`src/rtl/instruction_fetch_sequencer_if.sv`:
```
// Bus bundle between the fetch sequencer, its control/jump logic, the instruction ROM and decode.
// The sequencer uses the slave modport; whatever drives it (controller + ROM + decode) uses master.
interface instruction_fetch_sequencer_if #(
   parameter int ADDR_WIDTH = 8,
   parameter int DATA_WIDTH = 32
);
   logic                  start;
   logic [ADDR_WIDTH-1:0] start_address;
   logic                  jump_valid;
   logic [ADDR_WIDTH-1:0] jump_address;
   logic [ADDR_WIDTH-1:0] rom_address;
   logic [DATA_WIDTH-1:0] rom_data;
   logic [DATA_WIDTH-1:0] instr;
   logic [ADDR_WIDTH-1:0] instr_pc;
   logic                  instr_valid;
   logic                  instr_ready;
   logic                  busy;
   logic                  done;
   logic [15:0]           fetch_count;

   modport master (
      output start, start_address, jump_valid, jump_address, rom_data, instr_ready,
      input  rom_address, instr, instr_pc, instr_valid, busy, done, fetch_count
   );

   modport slave (
      input  start, start_address, jump_valid, jump_address, rom_data, instr_ready,
      output rom_address, instr, instr_pc, instr_valid, busy, done, fetch_count
   );
endinterface

```
`src/rtl/instruction_fetch_sequencer.sv`:
```
// Program counter + single-entry fetch output stage for the instruction ROM, with start,
// jump redirect, halt-word detection and a saturating count of delivered instructions.
module instruction_fetch_sequencer #(
   parameter int                    ADDR_WIDTH = 8,
   parameter int                    DATA_WIDTH = 32,
   parameter logic [DATA_WIDTH-1:0] HALT_WORD  = {DATA_WIDTH{1'b1}}
) (
   input logic                          clk,
   input logic                          rst,
   instruction_fetch_sequencer_if.slave bus
);
   typedef enum logic [1:0] {IDLE, FETCH, DONE} state_t;

   state_t                state;
   logic [ADDR_WIDTH-1:0] pc;
   logic [DATA_WIDTH-1:0] instr_q;
   logic [ADDR_WIDTH-1:0] instr_pc_q;
   logic                  instr_valid_q;
   logic                  busy_q;
   logic                  done_q;
   logic [15:0]           fetch_count_q;
   logic                  accept;
   logic                  slot_free;

   assign accept    = instr_valid_q & bus.instr_ready;
   assign slot_free = !instr_valid_q | accept;

   always_ff @(posedge clk or posedge rst) begin
      if (rst) begin
         state         <= IDLE;
         pc            <= '0;
         instr_q       <= '0;
         instr_pc_q    <= '0;
         instr_valid_q <= 1'b0;
         busy_q        <= 1'b0;
         done_q        <= 1'b0;
         fetch_count_q <= '0;
      end else begin
         // Counted in any state; a start below overrides this with a clear.
         if (accept && fetch_count_q != 16'hFFFF)
            fetch_count_q <= fetch_count_q + 16'd1;

         case (state)
            FETCH: begin
               if (bus.jump_valid) begin
                  pc            <= bus.jump_address;
                  instr_valid_q <= 1'b0;
               end else if (slot_free) begin
                  if (bus.rom_data == HALT_WORD) begin
                     state         <= DONE;
                     busy_q        <= 1'b0;
                     done_q        <= 1'b1;
                     instr_valid_q <= 1'b0;
                  end else begin
                     instr_q       <= bus.rom_data;
                     instr_pc_q    <= pc;
                     instr_valid_q <= 1'b1;
                     pc            <= pc + ADDR_WIDTH'(1);
                  end
               end
            end
            default: begin
               if (bus.start) begin
                  state         <= FETCH;
                  busy_q        <= 1'b1;
                  done_q        <= 1'b0;
                  pc            <= bus.start_address;
                  instr_valid_q <= 1'b0;
                  fetch_count_q <= '0;
               end
            end
         endcase
      end
   end

   assign bus.rom_address = pc;
   assign bus.instr       = instr_q;
   assign bus.instr_pc    = instr_pc_q;
   assign bus.instr_valid = instr_valid_q;
   assign bus.busy        = busy_q;
   assign bus.done        = done_q;
   assign bus.fetch_count = fetch_count_q;
endmodule

```
`src/flat_wrapper.sv`:
```
// flat-port wrapper written by rule: the top's interface ports become plain ports
module instruction_fetch_sequencer_flat 
#(
   parameter int                    ADDR_WIDTH = 8,
   parameter int                    DATA_WIDTH = 32,
   parameter logic [DATA_WIDTH-1:0] HALT_WORD  = {DATA_WIDTH{1'b1}}
)
  (clk, rst, bus_start, bus_start_address, bus_jump_valid, bus_jump_address, bus_rom_data, bus_instr_ready, bus_rom_address, bus_instr, bus_instr_pc, bus_instr_valid, bus_busy, bus_done, bus_fetch_count);
  instruction_fetch_sequencer_if #(.ADDR_WIDTH(ADDR_WIDTH), .DATA_WIDTH(DATA_WIDTH)) bus_i ();
  input logic clk;
  input logic rst;
  input wire logic [$bits(bus_i.start)-1:0] bus_start;
  input wire logic [$bits(bus_i.start_address)-1:0] bus_start_address;
  input wire logic [$bits(bus_i.jump_valid)-1:0] bus_jump_valid;
  input wire logic [$bits(bus_i.jump_address)-1:0] bus_jump_address;
  input wire logic [$bits(bus_i.rom_data)-1:0] bus_rom_data;
  input wire logic [$bits(bus_i.instr_ready)-1:0] bus_instr_ready;
  output wire logic [$bits(bus_i.rom_address)-1:0] bus_rom_address;
  output wire logic [$bits(bus_i.instr)-1:0] bus_instr;
  output wire logic [$bits(bus_i.instr_pc)-1:0] bus_instr_pc;
  output wire logic [$bits(bus_i.instr_valid)-1:0] bus_instr_valid;
  output wire logic [$bits(bus_i.busy)-1:0] bus_busy;
  output wire logic [$bits(bus_i.done)-1:0] bus_done;
  output wire logic [$bits(bus_i.fetch_count)-1:0] bus_fetch_count;
  assign bus_i.start = bus_start;
  assign bus_i.start_address = bus_start_address;
  assign bus_i.jump_valid = bus_jump_valid;
  assign bus_i.jump_address = bus_jump_address;
  assign bus_i.rom_data = bus_rom_data;
  assign bus_i.instr_ready = bus_instr_ready;
  assign bus_rom_address = bus_i.rom_address;
  assign bus_instr = bus_i.instr;
  assign bus_instr_pc = bus_i.instr_pc;
  assign bus_instr_valid = bus_i.instr_valid;
  assign bus_busy = bus_i.busy;
  assign bus_done = bus_i.done;
  assign bus_fetch_count = bus_i.fetch_count;
  instruction_fetch_sequencer #(.ADDR_WIDTH(ADDR_WIDTH), .DATA_WIDTH(DATA_WIDTH), .HALT_WORD(HALT_WORD)) u_core (.clk(clk), .rst(rst), .bus(bus_i));
endmodule
```
`config.mk`:
```
export PLATFORM = sky130hd
export DESIGN_NAME = instruction_fetch_sequencer_flat
export DESIGN_NICKNAME = d
export VERILOG_FILES = /design/src/rtl/instruction_fetch_sequencer_if.sv /design/src/rtl/instruction_fetch_sequencer.sv /design/src/flat_wrapper.sv
export SDC_FILE = /design/constraint.sdc
export NUM_CORES = 1
export LEC_CHECK = 0
export CORE_UTILIZATION = 45
export DETAILED_ROUTE_END_ITERATION = 10
export HOLD_SLACK_MARGIN = 0.1
export PLACE_DENSITY_LB_ADDON = 0.25
export SLEW_MARGIN = 40
export SYNTH_ARGS = -nofsm -noshare
export SYNTH_HDL_FRONTEND = slang
export SYNTH_SLANG_ARGS = --single-unit
export TNS_END_PERCENT = 100
```
`constraint.sdc`:
```
create_clock -name clk -period 2.5 [get_ports clk]
set_clock_uncertainty 0.15 [all_clocks]
set_input_delay 0.375 -clock clk [delete_from_list [all_inputs] [get_ports clk]]
set_output_delay 0.375 -clock clk [all_outputs]
set_load 0.02 [all_outputs]
```
==> Flow_metrics.wiki <==
{| class="wikitable"
! Metric !! Value
|-
| Result of the run || complete, no violations
|-
| Met2 Use GR || 36.9%
|-
| Final number of setup-violating endpoints || 0
|-
| Highest achievable clock rate || 0.445 GHz
|-
| Maximum number of pins on one net before global-route repair || 51
|-
| Dominant cells by area after synthesis || dfrtp_1, mux2_4, mux2_2, nor2_1, nand4_1
|-
| Initial cell density of the core || 47.6%
|-
| Fraction of layout cells with a size suffix above 1 || 22.0%
|-
| RePlAce Congestion || 0.824
|-
| Clock power frac || 21.7%
|-
| Via count of the first global-routing pass || 2595
|-
| Time the final worst path needs with I/O delays and setup || 2.25 ns
|-
| Post-synthesis net count || 323
|-
| Clock Pin Slew Worst Setup and Hold Paths || 0.08 ns
|-
| Gr usage total || 22.3%
|-
| Global-route wire length before repair || 13.0 mm
|-
| Number of DRC markers after the initial detailed-route iteration || 94
|-
| Total count of hold-check failures in the final report || 0
|-
| Critical path data required time || 2.57 ns
|-
| Relative contribution of sequential cells to total power || 39.7%
|-
| Portion of total power attributed to combinational logic || 38.6%
|-
| Syn-to-layout area delta || 47.0%
|-
| Number of max-cap violations || 0
|-
| Number of nets in the final layout || 463
|-
| Die span in x || 88.0 microns
|-
| Critical path fanouts, max || 24
|-
| Avg Cell Area, Syn || 12.4 sq um
|-
| Startpoint of the worst-slack reg-to-reg timing path || u_core.bus.done$_DFFE_PP0P_
|-
| Leakage || 2.09 nW
|-
| Antenna viol nets, final || 0
|-
| Number of remaining DRC errors || 0
|-
| Area of the mapped netlist || 3330 sq um
|-
| Placed cell area || 4710 sq um
|-
| Port bufs || 119
|-
| Post-Synthesis Cells || 268
|-
| Hold-fix buffers, CTS || 0
|-
| Switching power total || 1.30 mW
|-
| Max IR drop VDD || 0.453 mV
|-
| Final hold slack || 0.185 ns
|-
| Unrepaired setup endpoints after global routing || no
|-
| Capturing point of the worst reg2reg path || u_core.bus.instr[14]$_DFFE_PP0P_
|-
| Met1 usage in global routing || 29.0%
|-
| Clock tree from TritonCTS || done
|-
| Hpwl dp || 5.85 mm
|-
| Type of origin of the critical path || input port
|-
| Worst endpoint data arrival time || 2.32 ns
|-
| Depth of the most critical reg-to-reg path || 6
|-
| WL/cell || 15.8 microns
|-
| Worst setup path category || input port to register
|-
| Number of rows created at floorplan || 30
|-
| Clock latency of the later-clocked register in the worst-skew pair || 0.34 ns
|-
| Initial antenna violation count || 0
|-
| Sequential fraction of the synthesis area || 50.4%
|-
| Fraction of post-synthesis cell area in the top cell type by area || 50.4%
|-
| Post-detailed-route via-to-cell ratio || 5.17
|-
| Count of pins on the block boundary || 120
|-
| Seq cells post-synth || 67
|-
| Vertical extent of the die || 88.0 microns
|-
| Total of cells resized after clock tree synthesis || 0
|-
| Number of warnings printed during yosys synthesis || 0
|-
| Number of buffers inserted during clock tree synthesis || 9
|-
| Gr busiest metal || met2
|-
| Core area || 6980 sq um
|-
| Die outline area || 7740 sq um
|-
| Design Area, Final || 4890 sq um
|-
| Slew of the pin with the lowest slew margin || 0.401 ns
|-
| Post-synth top area cell || dfrtp_1
|-
| Final Cycle Share || 89.8%
|-
| Core Util, Final || 70.0%
|-
| Final-report max-slew violation count || 0
|-
| DR vias || 2629
|-
| Critical Path Sink Type || register
|-
| PD cells || 784 nW/um^2
|-
| Overall overflow remaining after global route || 0
|-
| CTS H-Tree Depth || 3
|-
| Number of antenna repair diodes || 0
|-
| Switching share of total power || 33.9%
|-
| Met3 track demand over resource in global routing || 5.56%
|-
| Internal || 2.53 mW
|-
| Post-detailed-routing wire length || 8.04 mm
|-
| TritonRoute pass-1 iters || 6
|-
| Headroom to the max-slew limit || 73.3%
|-
| Class of the tightest hold or removal check || input port to async pin
|-
| TritonCTS Sinks || 67
|-
| Buffer levels on the longest clock path || 2
|-
| Clk root buf || clkbuf_8
|-
| Distinct cell type count of the synthesized netlist || 34
|-
| Reg-to-reg slack, setup || 0.51 ns
|-
| Post-CTS setup buffer count || 0
|}
-- registers in the layout (all words and copies together), names as in the netlist --
name / flops
u_core.bus.instr: 32
u_core.bus.instr_valid: 1
u_core.bus.rom_address: 8
u_core.bus.done: 1
u_core.bus.fetch_count: 16
u_core.state: 1
u_core.bus.instr_pc: 8
-- power groups by stage --
stage	sequential (mW)	clock (mW)	combinational [mW]
3_3_place_gp	1.53	0	1.46
2_1_floorplan	1.79	0	0.545
5_1_grt	1.56	0.915	1.57
6_report	1.52	0.831	1.48
4_1_cts	1.52	0.854	1.50
3_5_place_dp	1.54	0	1.49
-- critical path: stages --
cell	delay [ns]
clkdlybuf4s50_1	0.51
nand4_1	0.13
nor4_2	0.39
nand2_1	0.12
and3_2	0.27
buf_12	0.19
mux2_4	0.31
-- metrics by stage --
| stage | worst slack, ns | total power, mW | TNS (ns) | cells |
|---|---|---|---|---|
| CTS | 0.282 | 3.87 | 0 | 509 |
| finish | 0.254 | 3.83 | 0 | 509 |
| global route | 0.171 | 4.04 | 0 | 509 |
| global placement | -0.0610 | 2.99 | -2.30 | 493 |
| floorplan | 0.292 | 2.34 | 0 | 268 |
| detailed placement | -0.0736 | 3.03 | -2.59 | 493 |
-- area by class of cell --
| type | count | area (sq um) |
|---|---|---|
| repair buffers | 137 | 1360 |
| clock inverters | 7 | 57.6 |
| clock buffers | 9 | 124 |
| multi-input cells | 188 | 1530 |
| flip-flops and latches | 67 | 1680 |
| inverters | 5 | 18.8 |
| well taps | 96 | 120 |
| fillers | 575 | 2090 |
-- placed cells by master, fill, tap and decap left out, drive strengths merged, types with 8 or more instances in the layout --
cell | Yosys | final
xnor2 | 10 | 10
mux2 | 47 | 47
nand3 | 12 | 12
inv | 5 | 9
o21ai | 12 | 12
nor2 | 24 | 24
clkbuf | 3 | 9
buf | 5 | 18
clkdlybuf4s50 | 0 | 119
xor2 | 8 | 8
nand4 | 14 | 14
nand2 | 15 | 15
dfrtp | 67 | 67
-- cell usage after synthesis, drive strengths merged --
cell type / number
ha: 2
xor2: 8
xnor2: 10
nor4b: 1
nor3b: 3
mux2: 47
mux2i: 3
o22ai: 1
o21ai: 12
nand4: 14
nand2: 15
buf: 5
clkbuf: 3
nor3: 6
and3: 5
a21oi: 6
nor2: 24
a31oi: 2
a21o: 2
nand3: 12
and4: 2
nor4: 5
nor2b: 1
a211oi: 2
or2: 2
dfrtp: 67
inv: 5
or2b: 1
or3: 2
-- logic make-up after synthesis --
kind of cell,count (synthesis),synth area share (%)
simple gates,93,14.9
flops,67,50.4
mux,50,21.2
compound gates,25,4.29
xor+xnor,18,4.74
buf+inv,13,3.65
fa+ha+maj,2,0.752
-- layer usage --
| layer | up-vias | routed length [microns] | part of all wire [%] |
|---|---|---|---|
| met2 | 82 | 3980 | 49 |
| met3 | 4 | 506 | 6.3 |
| met1 | 1302 | 3510 | 44 |
| met5 | - | 0 | 0 |
| li1 | 1241 | - | - |
| met4 | 0 | 41 | 0.51 |
-- how the worst max path moves through the flow --
stage	startpoint	slack, ns	to	depth (start not counted)
2_1_floorplan	rst	0.29	u_core.bus.done$_DFFE_PP0P_	1
3_3_place_gp	bus_rom_data[23]	-0.06	u_core.bus.instr[10]$_DFFE_PP0P_	7
3_5_place_dp	bus_rom_data[23]	-0.07	u_core.bus.instr[16]$_DFFE_PP0P_	7
4_1_cts	bus_rom_data[23]	0.28	u_core.bus.instr[5]$_DFFE_PP0P_	7
5_1_grt	bus_rom_data[23]	0.17	u_core.bus.rom_address[7]$_DFFE_PP0P_	8
6_report	bus_rom_data[23]	0.25	u_core.bus.instr[5]$_DFFE_PP0P_	7
Note: power is estimated with default switching activity, not from simulation.
